===== config.mk =====
export PLATFORM = sky130hd
export DESIGN_NAME = mem_access_ctrl_flat
export DESIGN_NICKNAME = d
export VERILOG_FILES = /design/src/rtl/mem_access_ctrl_pkg.sv /design/src/rtl/mem_access_ctrl_if.sv /design/src/rtl/mem_access_ctrl_byte_lane_merge.sv /design/src/rtl/mem_access_ctrl.sv /design/src/flat_wrapper.sv
export SDC_FILE = /design/constraint.sdc
export NUM_CORES = 1
export LEC_CHECK = 0
export ABC_AREA = 1
export CAP_MARGIN = 5
export CORE_MARGIN = 8
export CORE_UTILIZATION = 25
export DETAILED_ROUTE_END_ITERATION = 10
export PLACE_DENSITY = 0.56
export SYNTH_ARGS = -nofsm -noshare
export SYNTH_HDL_FRONTEND = slang
export SYNTH_SLANG_ARGS = --single-unit

===== constraint.sdc =====
create_clock -name clk -period 1.5 [get_ports clk]
set_clock_uncertainty 0.1 [all_clocks]
set_input_delay 0.3 -clock clk [delete_from_list [all_inputs] [get_ports clk]]
set_output_delay 0.3 -clock clk [all_outputs]
set_load 0.02 [all_outputs]

===== src/rtl/mem_access_ctrl_pkg.sv =====
`default_nettype none
// ============================================================================
//  Module      : mem_pkg
//  Description : Shared definitions for the data-memory access controller:
//                FSM state encoding and byte-lane select constants.
//  Revision    : 1.0  initial release
// ============================================================================
package mem_pkg;

  // FSM state encoding
  localparam logic [1:0] IDLE = 2'd0;
  localparam logic [1:0] RD   = 2'd1;
  localparam logic [1:0] WR   = 2'd2;
  localparam logic [1:0] DONE = 2'd3;

  typedef enum logic [1:0] {
    ST_IDLE = IDLE,
    ST_RD   = RD,
    ST_WR   = WR,
    ST_DONE = DONE
  } state_t;

  // Little-endian byte lanes: addr[0]=0 -> [7:0], addr[0]=1 -> [15:8]
  localparam logic LANE_LO = 1'b0;
  localparam logic LANE_HI = 1'b1;

endpackage
`default_nettype wire


===== src/rtl/mem_access_ctrl_if.sv =====
`default_nettype none
// ============================================================================
//  Module      : mem_access_ctrl_if
//  Description : Request/response handshake plus data-memory pins.
//                slave  = controller side, master = datapath/memory side.
//  Ports       : req_* (request), resp_* (response strobe), mem_* (memory)
//  Revision    : 1.0  initial release
// ============================================================================
interface mem_access_ctrl_if #(
  parameter int ADDR_WIDTH = 16
);
  logic                  req_valid;
  logic                  req_ready;
  logic                  req_wr;
  logic                  req_byte;
  logic                  req_sext;
  logic [ADDR_WIDTH-1:0] req_addr;
  logic [15:0]           req_wdata;
  logic                  resp_valid;
  logic [15:0]           resp_rdata;
  logic                  resp_err;
  logic                  mem_en;
  logic                  mem_wr;
  logic [ADDR_WIDTH-1:0] mem_addr;
  logic [15:0]           mem_wdata;
  logic [15:0]           mem_rdata;

  modport slave (
    input  req_valid, req_wr, req_byte, req_sext, req_addr, req_wdata, mem_rdata,
    output req_ready, resp_valid, resp_rdata, resp_err,
           mem_en, mem_wr, mem_addr, mem_wdata
  );

  modport master (
    output req_valid, req_wr, req_byte, req_sext, req_addr, req_wdata, mem_rdata,
    input  req_ready, resp_valid, resp_rdata, resp_err,
           mem_en, mem_wr, mem_addr, mem_wdata
  );
endinterface
`default_nettype wire


===== src/rtl/mem_access_ctrl_byte_lane_merge.sv =====
`default_nettype none
// ============================================================================
//  Module      : byte_lane_merge
//  Description : Combinational byte-lane helper. Inserts a byte into a word
//                (store merge) and extracts/extends a byte (load).
//  Ports       : word_i   16-bit source word
//                byte_i   byte to insert
//                lane_i   lane select (LANE_LO / LANE_HI)
//                sext_i   1 = sign-extend extracted byte
//                merged_o word with selected lane replaced by byte_i
//                ext_o    selected lane zero/sign-extended to 16 bits
//  Revision    : 1.0  initial release
// ============================================================================
module byte_lane_merge
  import mem_pkg::*;
(
  input  logic [15:0] word_i,
  input  logic [7:0]  byte_i,
  input  logic        lane_i,
  input  logic        sext_i,
  output logic [15:0] merged_o,
  output logic [15:0] ext_o
);

  logic [7:0] sel;

  always_comb begin
    sel      = (lane_i == LANE_LO) ? word_i[7:0] : word_i[15:8];
    merged_o = (lane_i == LANE_HI) ? {byte_i, word_i[7:0]} : {word_i[15:8], byte_i};
    ext_o    = sext_i ? {{8{sel[7]}}, sel} : {8'h00, sel};
  end

endmodule
`default_nettype wire


===== src/rtl/mem_access_ctrl.sv =====
`default_nettype none
// ============================================================================
//  Module      : mem_access_ctrl
//  Description : Initiator-side controller for a 16-bit byte-addressed data
//                memory. Word/byte loads and stores; byte stores are done as
//                read-modify-write. One-cycle response strobe with error flag
//                for unaligned word accesses.
//  Ports       : clk, rst (sync, active high), bus (mem_access_ctrl_if.slave)
//  Revision    : 1.0  initial release
// ============================================================================
module mem_access_ctrl
  import mem_pkg::*;
#(
  parameter int ADDR_WIDTH = 16
) (
  input  logic              clk,
  input  logic              rst,
  mem_access_ctrl_if.slave  bus
);

  state_t                state_q, state_d;
  logic [ADDR_WIDTH-1:0] addr_q,  addr_d;
  logic                  wr_q,    wr_d;
  logic                  byte_q,  byte_d;
  logic                  sext_q,  sext_d;
  logic [15:0]           wdata_q, wdata_d;
  logic [15:0]           word_q,  word_d;
  logic [15:0]           rdata_q, rdata_d;
  logic                  err_q,   err_d;

  logic [15:0] lane_word;
  logic [15:0] merged;
  logic [15:0] ext;

  // Single lane helper serves both paths: in RD it sees the live memory
  // word (load extraction), in WR the captured word (store merge).
  assign lane_word = (state_q == ST_RD) ? bus.mem_rdata : word_q;

  byte_lane_merge u_lane (
    .word_i   (lane_word),
    .byte_i   (wdata_q[7:0]),
    .lane_i   (addr_q[0]),
    .sext_i   (sext_q),
    .merged_o (merged),
    .ext_o    (ext)
  );

  always_ff @(posedge clk) begin
    if (rst) begin
      state_q <= ST_IDLE;
      addr_q  <= '0;
      wr_q    <= 1'b0;
      byte_q  <= 1'b0;
      sext_q  <= 1'b0;
      wdata_q <= 16'h0;
      word_q  <= 16'h0;
      rdata_q <= 16'h0;
      err_q   <= 1'b0;
    end else begin
      state_q <= state_d;
      addr_q  <= addr_d;
      wr_q    <= wr_d;
      byte_q  <= byte_d;
      sext_q  <= sext_d;
      wdata_q <= wdata_d;
      word_q  <= word_d;
      rdata_q <= rdata_d;
      err_q   <= err_d;
    end
  end

  always_comb begin
    state_d = state_q;
    addr_d  = addr_q;
    wr_d    = wr_q;
    byte_d  = byte_q;
    sext_d  = sext_q;
    wdata_d = wdata_q;
    word_d  = word_q;
    rdata_d = rdata_q;
    err_d   = err_q;
    case (state_q)
      ST_IDLE: begin
        // rst already forces the registers, so ready reduces to IDLE here
        if (bus.req_valid) begin
          addr_d  = bus.req_addr;
          wr_d    = bus.req_wr;
          byte_d  = bus.req_byte;
          sext_d  = bus.req_sext;
          wdata_d = bus.req_wdata;
          rdata_d = 16'h0;
          err_d   = 1'b0;
          if (!bus.req_byte && bus.req_addr[0]) begin
            err_d   = 1'b1;
            state_d = ST_DONE;
          end else if (!bus.req_wr || bus.req_byte) begin
            state_d = ST_RD;
          end else begin
            state_d = ST_WR;
          end
        end
      end
      ST_RD: begin
        word_d = bus.mem_rdata;
        if (!wr_q) begin
          rdata_d = byte_q ? ext : bus.mem_rdata;
          state_d = ST_DONE;
        end else begin
          state_d = ST_WR;
        end
      end
      ST_WR: begin
        state_d = ST_DONE;
      end
      ST_DONE: begin
        rdata_d = 16'h0;
        err_d   = 1'b0;
        state_d = ST_IDLE;
      end
      default: begin
        state_d = ST_IDLE;
      end
    endcase
  end

  assign bus.req_ready  = (state_q == ST_IDLE) && !rst;
  assign bus.resp_valid = (state_q == ST_DONE);
  assign bus.resp_rdata = rdata_q;
  assign bus.resp_err   = err_q;
  assign bus.mem_en     = (state_q == ST_RD) || (state_q == ST_WR);
  assign bus.mem_wr     = (state_q == ST_WR);
  assign bus.mem_addr   = {addr_q[ADDR_WIDTH-1:1], 1'b0};
  assign bus.mem_wdata  = (state_q != ST_WR) ? 16'h0 : (byte_q ? merged : wdata_q);

endmodule
`default_nettype wire


===== src/flat_wrapper.sv =====
// flat-port wrapper written by rule: the top's interface ports become plain ports
module mem_access_ctrl_flat import mem_pkg::*;
#(
  parameter int ADDR_WIDTH = 16
)
  (clk, rst, bus_req_valid, bus_req_wr, bus_req_byte, bus_req_sext, bus_req_addr, bus_req_wdata, bus_mem_rdata, bus_req_ready, bus_resp_valid, bus_resp_rdata, bus_resp_err, bus_mem_en, bus_mem_wr, bus_mem_addr, bus_mem_wdata);
  mem_access_ctrl_if #(.ADDR_WIDTH(ADDR_WIDTH)) bus_i ();
  input  logic clk;
  input  logic rst;
  input wire logic [$bits(bus_i.req_valid)-1:0] bus_req_valid;
  input wire logic [$bits(bus_i.req_wr)-1:0] bus_req_wr;
  input wire logic [$bits(bus_i.req_byte)-1:0] bus_req_byte;
  input wire logic [$bits(bus_i.req_sext)-1:0] bus_req_sext;
  input wire logic [$bits(bus_i.req_addr)-1:0] bus_req_addr;
  input wire logic [$bits(bus_i.req_wdata)-1:0] bus_req_wdata;
  input wire logic [$bits(bus_i.mem_rdata)-1:0] bus_mem_rdata;
  output wire logic [$bits(bus_i.req_ready)-1:0] bus_req_ready;
  output wire logic [$bits(bus_i.resp_valid)-1:0] bus_resp_valid;
  output wire logic [$bits(bus_i.resp_rdata)-1:0] bus_resp_rdata;
  output wire logic [$bits(bus_i.resp_err)-1:0] bus_resp_err;
  output wire logic [$bits(bus_i.mem_en)-1:0] bus_mem_en;
  output wire logic [$bits(bus_i.mem_wr)-1:0] bus_mem_wr;
  output wire logic [$bits(bus_i.mem_addr)-1:0] bus_mem_addr;
  output wire logic [$bits(bus_i.mem_wdata)-1:0] bus_mem_wdata;
  assign bus_i.req_valid = bus_req_valid;
  assign bus_i.req_wr = bus_req_wr;
  assign bus_i.req_byte = bus_req_byte;
  assign bus_i.req_sext = bus_req_sext;
  assign bus_i.req_addr = bus_req_addr;
  assign bus_i.req_wdata = bus_req_wdata;
  assign bus_i.mem_rdata = bus_mem_rdata;
  assign bus_req_ready = bus_i.req_ready;
  assign bus_resp_valid = bus_i.resp_valid;
  assign bus_resp_rdata = bus_i.resp_rdata;
  assign bus_resp_err = bus_i.resp_err;
  assign bus_mem_en = bus_i.mem_en;
  assign bus_mem_wr = bus_i.mem_wr;
  assign bus_mem_addr = bus_i.mem_addr;
  assign bus_mem_wdata = bus_i.mem_wdata;
  mem_access_ctrl #(.ADDR_WIDTH(ADDR_WIDTH)) u_core (.clk(clk), .rst(rst), .bus(bus_i));
endmodule

* After elaboration in Yosys (flattened, before gate mapping)
Index checks and enable logic that the tools add are counted.
** Cells by class
- Add/sub/neg operators :: 0
- $mul :: 0
- Divide/modulo/power cells :: 0
- Order comparisons :: 0
- Equality and inequality tests :: 6
- Shift operators :: 0
- Muxes and demuxes :: 18
- Bitwise logic cells :: 0
- Reduce and logical (&&, ||, !) cells :: 13
** Operator list (count)
- 16-bit 2-to-1 mux :: 8
- 16-bit one-hot mux with 3 select lines :: 1
- 8-bit 2-to-1 mux :: 1
- 2-bit one-hot mux with 4 select lines :: 1
- 2-bit 2-to-1 mux :: 3
- 2-bit != test (second input constant) :: 3
- 2-bit equality test (second input constant) :: 2
- 2-bit AND reduction :: 2
- 1-bit zero test :: 3
- 1-bit 2-to-1 mux :: 3
- 3-bit AND reduction :: 1
- 3-bit nonzero test :: 1
- 2-bit by 1-bit equality test with 1-bit output (second input constant) :: 1
- 1-bit logical AND :: 2
- 2-bit zero test :: 1
- 1-bit logical OR :: 2
- 1-bit one-hot mux with 2 select lines :: 1
- 2-bit nonzero test :: 1
** Storage, ports and cells
- Register bits after elaboration :: 70
- Latch bits :: 0
- RAM bits :: 0
- ROM bits :: 0
- Input bits :: 54
- Memories :: 0

* Depth between registers and ports, before layout
- Depth in word-level cells :: 7
- Mapped depth :: 11
- Gate-level depth less buffers :: 9

* Cells and area by module
From an unflattened synthesis, not the netlist that was laid out.
** Unflattened totals
- Cell total of the unflattened synthesis :: 599
- Area, all modules :: 3860.0 um^2
** Modules (own cells, without submodules)
- mem_access_ctrl :: times used 1, cells each 518, area an instance 3448.3 um^2, seq. area each 1401.3 um^2
- byte_lane_merge :: times used 1, cells each 81, area an instance 411.6 um^2, seq. area each 0.0 um^2

* Least setup slack after synthesis
OpenSTA, ideal clock, no wires.
- Kind :: reg2out
- From :: register u_core.state_q[1]
- To :: output port bus_mem_wdata[12]
- Data arrival time :: 1.534 ns
- Data required time :: 1.100 ns
- Path slack :: -0.434 ns
- Cell stages (with the launch flop) :: 10
- Path buffers :: 2
- Path through :: dfxtp_1 > inv_1 > ha_1 > buf_2 > inv_2 > buf_4 > nand2_1 > nand2_1 > nand2_1 > a31oi_1
** Between the ends
- Cells in the longest elaborated chain, start to end :: 5
** Ends and longest elaborated chain
- start, declared :: RTL line mem_access_ctrl.sv:21 : state_t state_q, state_d;
- start signal, assigned :: RTL line mem_access_ctrl.sv:60 : state_q <= state_d;
- 2-bit by 1-bit equality test with 1-bit output :: RTL line mem_access_ctrl.sv:37 : assign lane_word = (state_q == ST_RD) ? bus.mem_rdata : word_q;
- 16-bit 2-to-1 mux :: RTL line mem_access_ctrl.sv:37
- 16-bit 2-to-1 mux :: RTL line mem_access_ctrl_byte_lane_merge.sv:29 : merged_o = (lane_i == LANE_HI) ? {byte_i, word_i[7:0]} : {word_i[15:8], byte_i};
- 16-bit 2-to-1 mux :: RTL line mem_access_ctrl.sv:133 : assign bus.mem_wdata = (state_q != ST_WR) ? 16'h0 : (byte_q ? merged : wdata_q);
- 16-bit 2-to-1 mux (*) :: RTL line mem_access_ctrl.sv:133
- end, declared :: RTL line flat_wrapper.sv:24 : output wire logic [$bits(bus_i.mem_wdata)-1:0] bus_mem_wdata;
Every way passes the cells marked *; elsewhere a longest branch is shown, timed or not.

* Worst setup path in the final report
- From :: register u_core.state_q[1]
- To :: output port bus_mem_wdata[9]
Same word-level chain as after synthesis.

==> flow_metrics.tcl <==
set metrics [dict create \
    overflow 0 \
    core_region_area_mm2 0.0126 \
    route.detailed.vias_per_inst 4.42 \
    power.ir.vdd_worst_uv 884 \
    syn_inst 478 \
    worstSetupPathType "reg2out" \
    port-buffer-count 105 \
    synth_fp_nets 537 \
    areaGrowthSynthToFinish_pct 91.6 \
    holdBufCountCts 0 \
    synth_cell_types 26 \
    timing.max_cap.violations 0 \
    rsz0062_at_grt "true" \
    route.antenna.remaining_nets 0 \
    worst-endpoint-required_ns 1.10 \
    critical_path.most_common_cell "sky130_fd_sc_hd__nand2_4" \
    power.share.clock_pct 17.6 \
    global_route_wire_length_before_repair_um 17900 \
    share_seq_of_total_power_pct 22.9 \
    dieWidth_um 130 \
    mappedNetlistArea_mm2 0.00322 \
    yosysWarnings 0 \
    report.final.hold_viol_count 0 \
    final-setup-viol-count 38 \
    min_period_over_period_pct 137 \
    fmaxAchievable_mhz 486 \
    synthFlopType "sky130_fd_sc_hd__dfxtp_1" \
    worst_setup_hold_path_clk_slew_ns 0.06 \
    cts_num_sinks 70 \
    timing.critical_path.cells "inv_2 -> ha_4 -> clkinv_8 -> buf_8 -> nand2_4 -> nand2_4 -> nand2_4 -> a31oi_4 -> buf_6" \
    initialDrtViolationCount 124 \
    std_cell_rows 41 \
    antenna_found_initial 1 \
    globalplace.congestion 0.837 \
    worst_skew_pair.late_latency_ns 0.34 \
    synthesis.area_per_instance_um2 6.74 \
    routed_wire_length_per_instance_um 14.8 \
    setup_ws_ns -0.556 \
    routed-via-count 3630 \
    power.leakage_nw 2.63 \
    intPower_mw 6.98 \
    root_buffer "sky130_fd_sc_hd__clkbuf_16" \
    run_status "complete, but fails checks" \
    fin_tns_setup_ns -15.16 \
    combinationalPowerShare_pct 59.5 \
    clockBufferDepth 2 \
    synth-edff-count 0 \
    cts.htree.levels 3 \
    track_usage_pct 13.5 \
    wl_um 12200 \
    postLayoutCoreUtil_pct 48.9 \
    critPathCaptureType "output port" \
    via_count_of_the_first_global_routing_pass 3504 \
    crit_family "buffers and inverters" \
    share_of_post_route_cells_with_drive_strength_above_1_pct 40.1 \
    die_h_um 130 \
    grt_start_max_net_pins 36 \
    crit_buf_inv 4 \
    startpoint_type "register" \
    tritoncts "yes" \
    synth_seq_cells 70 \
    largest_fanout_on_the_critical_path 8 \
    design.portCount 107 \
    cts_made_buffers 9 \
    ys_seq_area_share_pct 43.5 \
    worst_path_largest_cell_delay_ns 0.34 \
    detail_route.first_pass.iterations 4 \
    cpMaxStageDelayCell "sky130_fd_sc_hd__dfxtp_2" \
    slew_viol_final 0 \
    drc 0 \
    period_minus_slack_ns 2.06 \
    n_fill_cell 1262 \
    worst-endpoint-arrival_ns 1.66 \
    sw_frac_of_total_pct 41.2 \
    net-switching-power_mw 4.89 \
    pwr_density_cell_mw_per_mm2 1920 \
    dpl.hpwl_um 8360 \
    timing.hold.worst.class "reg2reg" \
    postSynth.asyncResetShare_pct 0 \
    design.die.area_mm2 0.0168 \
    final_net_count 703 \
    violations_in_the_final_reports "setup timing" \
    floorplan.initialDensity_pct 25.5 \
]
-- worst min-delay path, delay by kind of cell (launching register included) --
family           cells  cell delay, ns
AO/OA/AOI/OAI        1            0.05
flip-flops           1            0.31
AND/OR/NAND/NOR      1            0.07
-- synth_stat cells (2+ instances only) --
cell type | instances | share of area (%)
sky130_fd_sc_hd__nand3_1 | 19 | 3.0
sky130_fd_sc_hd__nand3_2 | 2 | 0.62
sky130_fd_sc_hd__a21oi_1 | 29 | 4.5
sky130_fd_sc_hd__ha_1 | 5 | 1.9
sky130_fd_sc_hd__nor2_2 | 2 | 0.39
sky130_fd_sc_hd__or2_2 | 10 | 1.9
sky130_fd_sc_hd__clkbuf_1 | 11 | 1.3
sky130_fd_sc_hd__nand2_1 | 110 | 13
sky130_fd_sc_hd__inv_1 | 24 | 2.8
sky130_fd_sc_hd__nor2_1 | 113 | 13
sky130_fd_sc_hd__a31oi_1 | 8 | 1.6
sky130_fd_sc_hd__o21ai_0 | 48 | 7.5
sky130_fd_sc_hd__buf_2 | 9 | 1.4
sky130_fd_sc_hd__inv_2 | 5 | 0.58
sky130_fd_sc_hd__buf_1 | 2 | 0.23
sky130_fd_sc_hd__dfxtp_1 | 70 | 44
sky130_fd_sc_hd__buf_4 | 2 | 0.47
-- worst paths after layout --
check	startpoint	cells past startpoint	slack [ns]	end
max	u_core.state_q[1]	9	-0.56	bus_mem_wdata[9]
min	u_core.bus.resp_rdata[4]	2	0.37	u_core.bus.resp_rdata[4]
max reg2reg	u_core.state_q[1]	14	-0.47	u_core.bus.resp_rdata[11]
min reg2reg	u_core.bus.resp_rdata[4]	2	0.37	u_core.bus.resp_rdata[4]
-- cells in the final DEF, fill, tap and decap left out, types with 2 or more instances in the layout --
master / instances
sky130_fd_sc_hd__nor2_1: 82
sky130_fd_sc_hd__dfxtp_1: 68
sky130_fd_sc_hd__nand2_1: 64
sky130_fd_sc_hd__clkdlybuf4s50_1: 52
sky130_fd_sc_hd__buf_4: 46
sky130_fd_sc_hd__buf_6: 36
sky130_fd_sc_hd__dlygate4sd2_1: 31
sky130_fd_sc_hd__nand2_2: 29
sky130_fd_sc_hd__nor2_2: 27
sky130_fd_sc_hd__o21ai_1: 24
sky130_fd_sc_hd__o21ai_0: 23
sky130_fd_sc_hd__nand2_4: 17
sky130_fd_sc_hd__inv_1: 14
sky130_fd_sc_hd__a21oi_1: 13
sky130_fd_sc_hd__nand3_1: 12
sky130_fd_sc_hd__clkbuf_16: 12
sky130_fd_sc_hd__or2_2: 10
sky130_fd_sc_hd__inv_2: 9
sky130_fd_sc_hd__a21oi_4: 8
sky130_fd_sc_hd__a21oi_2: 8
sky130_fd_sc_hd__a31oi_4: 7
sky130_fd_sc_hd__nor2_4: 6
sky130_fd_sc_hd__nand3_2: 6
sky130_fd_sc_hd__buf_12: 6
sky130_fd_sc_hd__inv_4: 4
sky130_fd_sc_hd__ha_4: 4
sky130_fd_sc_hd__nand3_4: 3
sky130_fd_sc_hd__clkinv_2: 3
sky130_fd_sc_hd__buf_8: 3
sky130_fd_sc_hd__clkinv_8: 2
sky130_fd_sc_hd__inv_8: 2
sky130_fd_sc_hd__nand2_8: 2
sky130_fd_sc_hd__clkinv_4: 2
-- timing repair --
| action | CTS | global route |
|---|---|---|
| pin swaps | 12 | 43 |
| gates resized for setup | 188 | 156 |
| setup buffers | 16 | 14 |
| endpoints found under the setup margin | 106 | 73 |
| gates cloned | 2 | 3 |
-- flip-flops by register name (all words and copies together), names as in the netlist --
| signal | cells |
|---|---|
| u_core.sext_q | 1 |
| u_core.byte_q | 1 |
| u_core.wr_q | 1 |
| u_core.word_q | 16 |
| u_core.wdata_q | 16 |
| u_core.bus.resp_err | 1 |
| u_core.bus.resp_rdata | 16 |
| u_core.addr_q | 16 |
| u_core.state_q | 2 |
-- power by group through the flow --
stage	Combinational [mW]	Clock, mW	Sequential, mW
finish	7.06	2.09	2.72
global route	7.59	2.20	2.78
CTS	5.79	2.13	2.66
detailed placement	4.88	0	2.69
global placement	4.84	0	2.67
floorplan	2.67	0	2.90
-- per-stage QoR --
step	setup slack [ns]	cell area (µm²)	instances	power, mW	hold slack, ns
6_report	-0.556	6170	822	11.9	0.366
5_1_grt	-0.626	6170	822	12.6	0.396
4_1_cts	-0.579	5560	806	10.6	0.365
3_5_place_dp	-0.792	4970	773	7.57	0.358
3_3_place_gp	-0.803	4970	773	7.51	0.357
2_1_floorplan	-0.152	3470	478	5.56	0.346
-- layout make-up --
type,count,area [µm²],area share [%]
flip-flops and latches,70,1410,22.8
clock inverters,6,62.6,1.01
multi-input cells,352,2260,36.6
repair buffers,180,1830,29.7
clock buffers,10,229,3.71
well taps,172,215,3.49
diodes,1,2.50,0.0406
inverters,31,166,2.70
-- routing by layer --
metal / vias to the layer above / GRT usage, % / share of wire, %
li1: 1854 / - / -
met1: 1655 / 15.1 / 42
met2: 110 / 22.4 / 48
met3: 11 / 6.82 / 9.5
met4: 0 / 3.28 / 0.89
met5: - / 0 / 0
-- cell families after synthesis --
| logic type | Yosys count | share of synthesized area, % |
|---|---|---|
| other cells | 1 | 0.116 |
| compound gates | 86 | 13.8 |
| fa+ha+maj | 5 | 1.94 |
| flops | 70 | 43.5 |
| buf+inv | 56 | 7.42 |
| simple gates | 260 | 33.3 |
(Power assumes the default switching activity.)
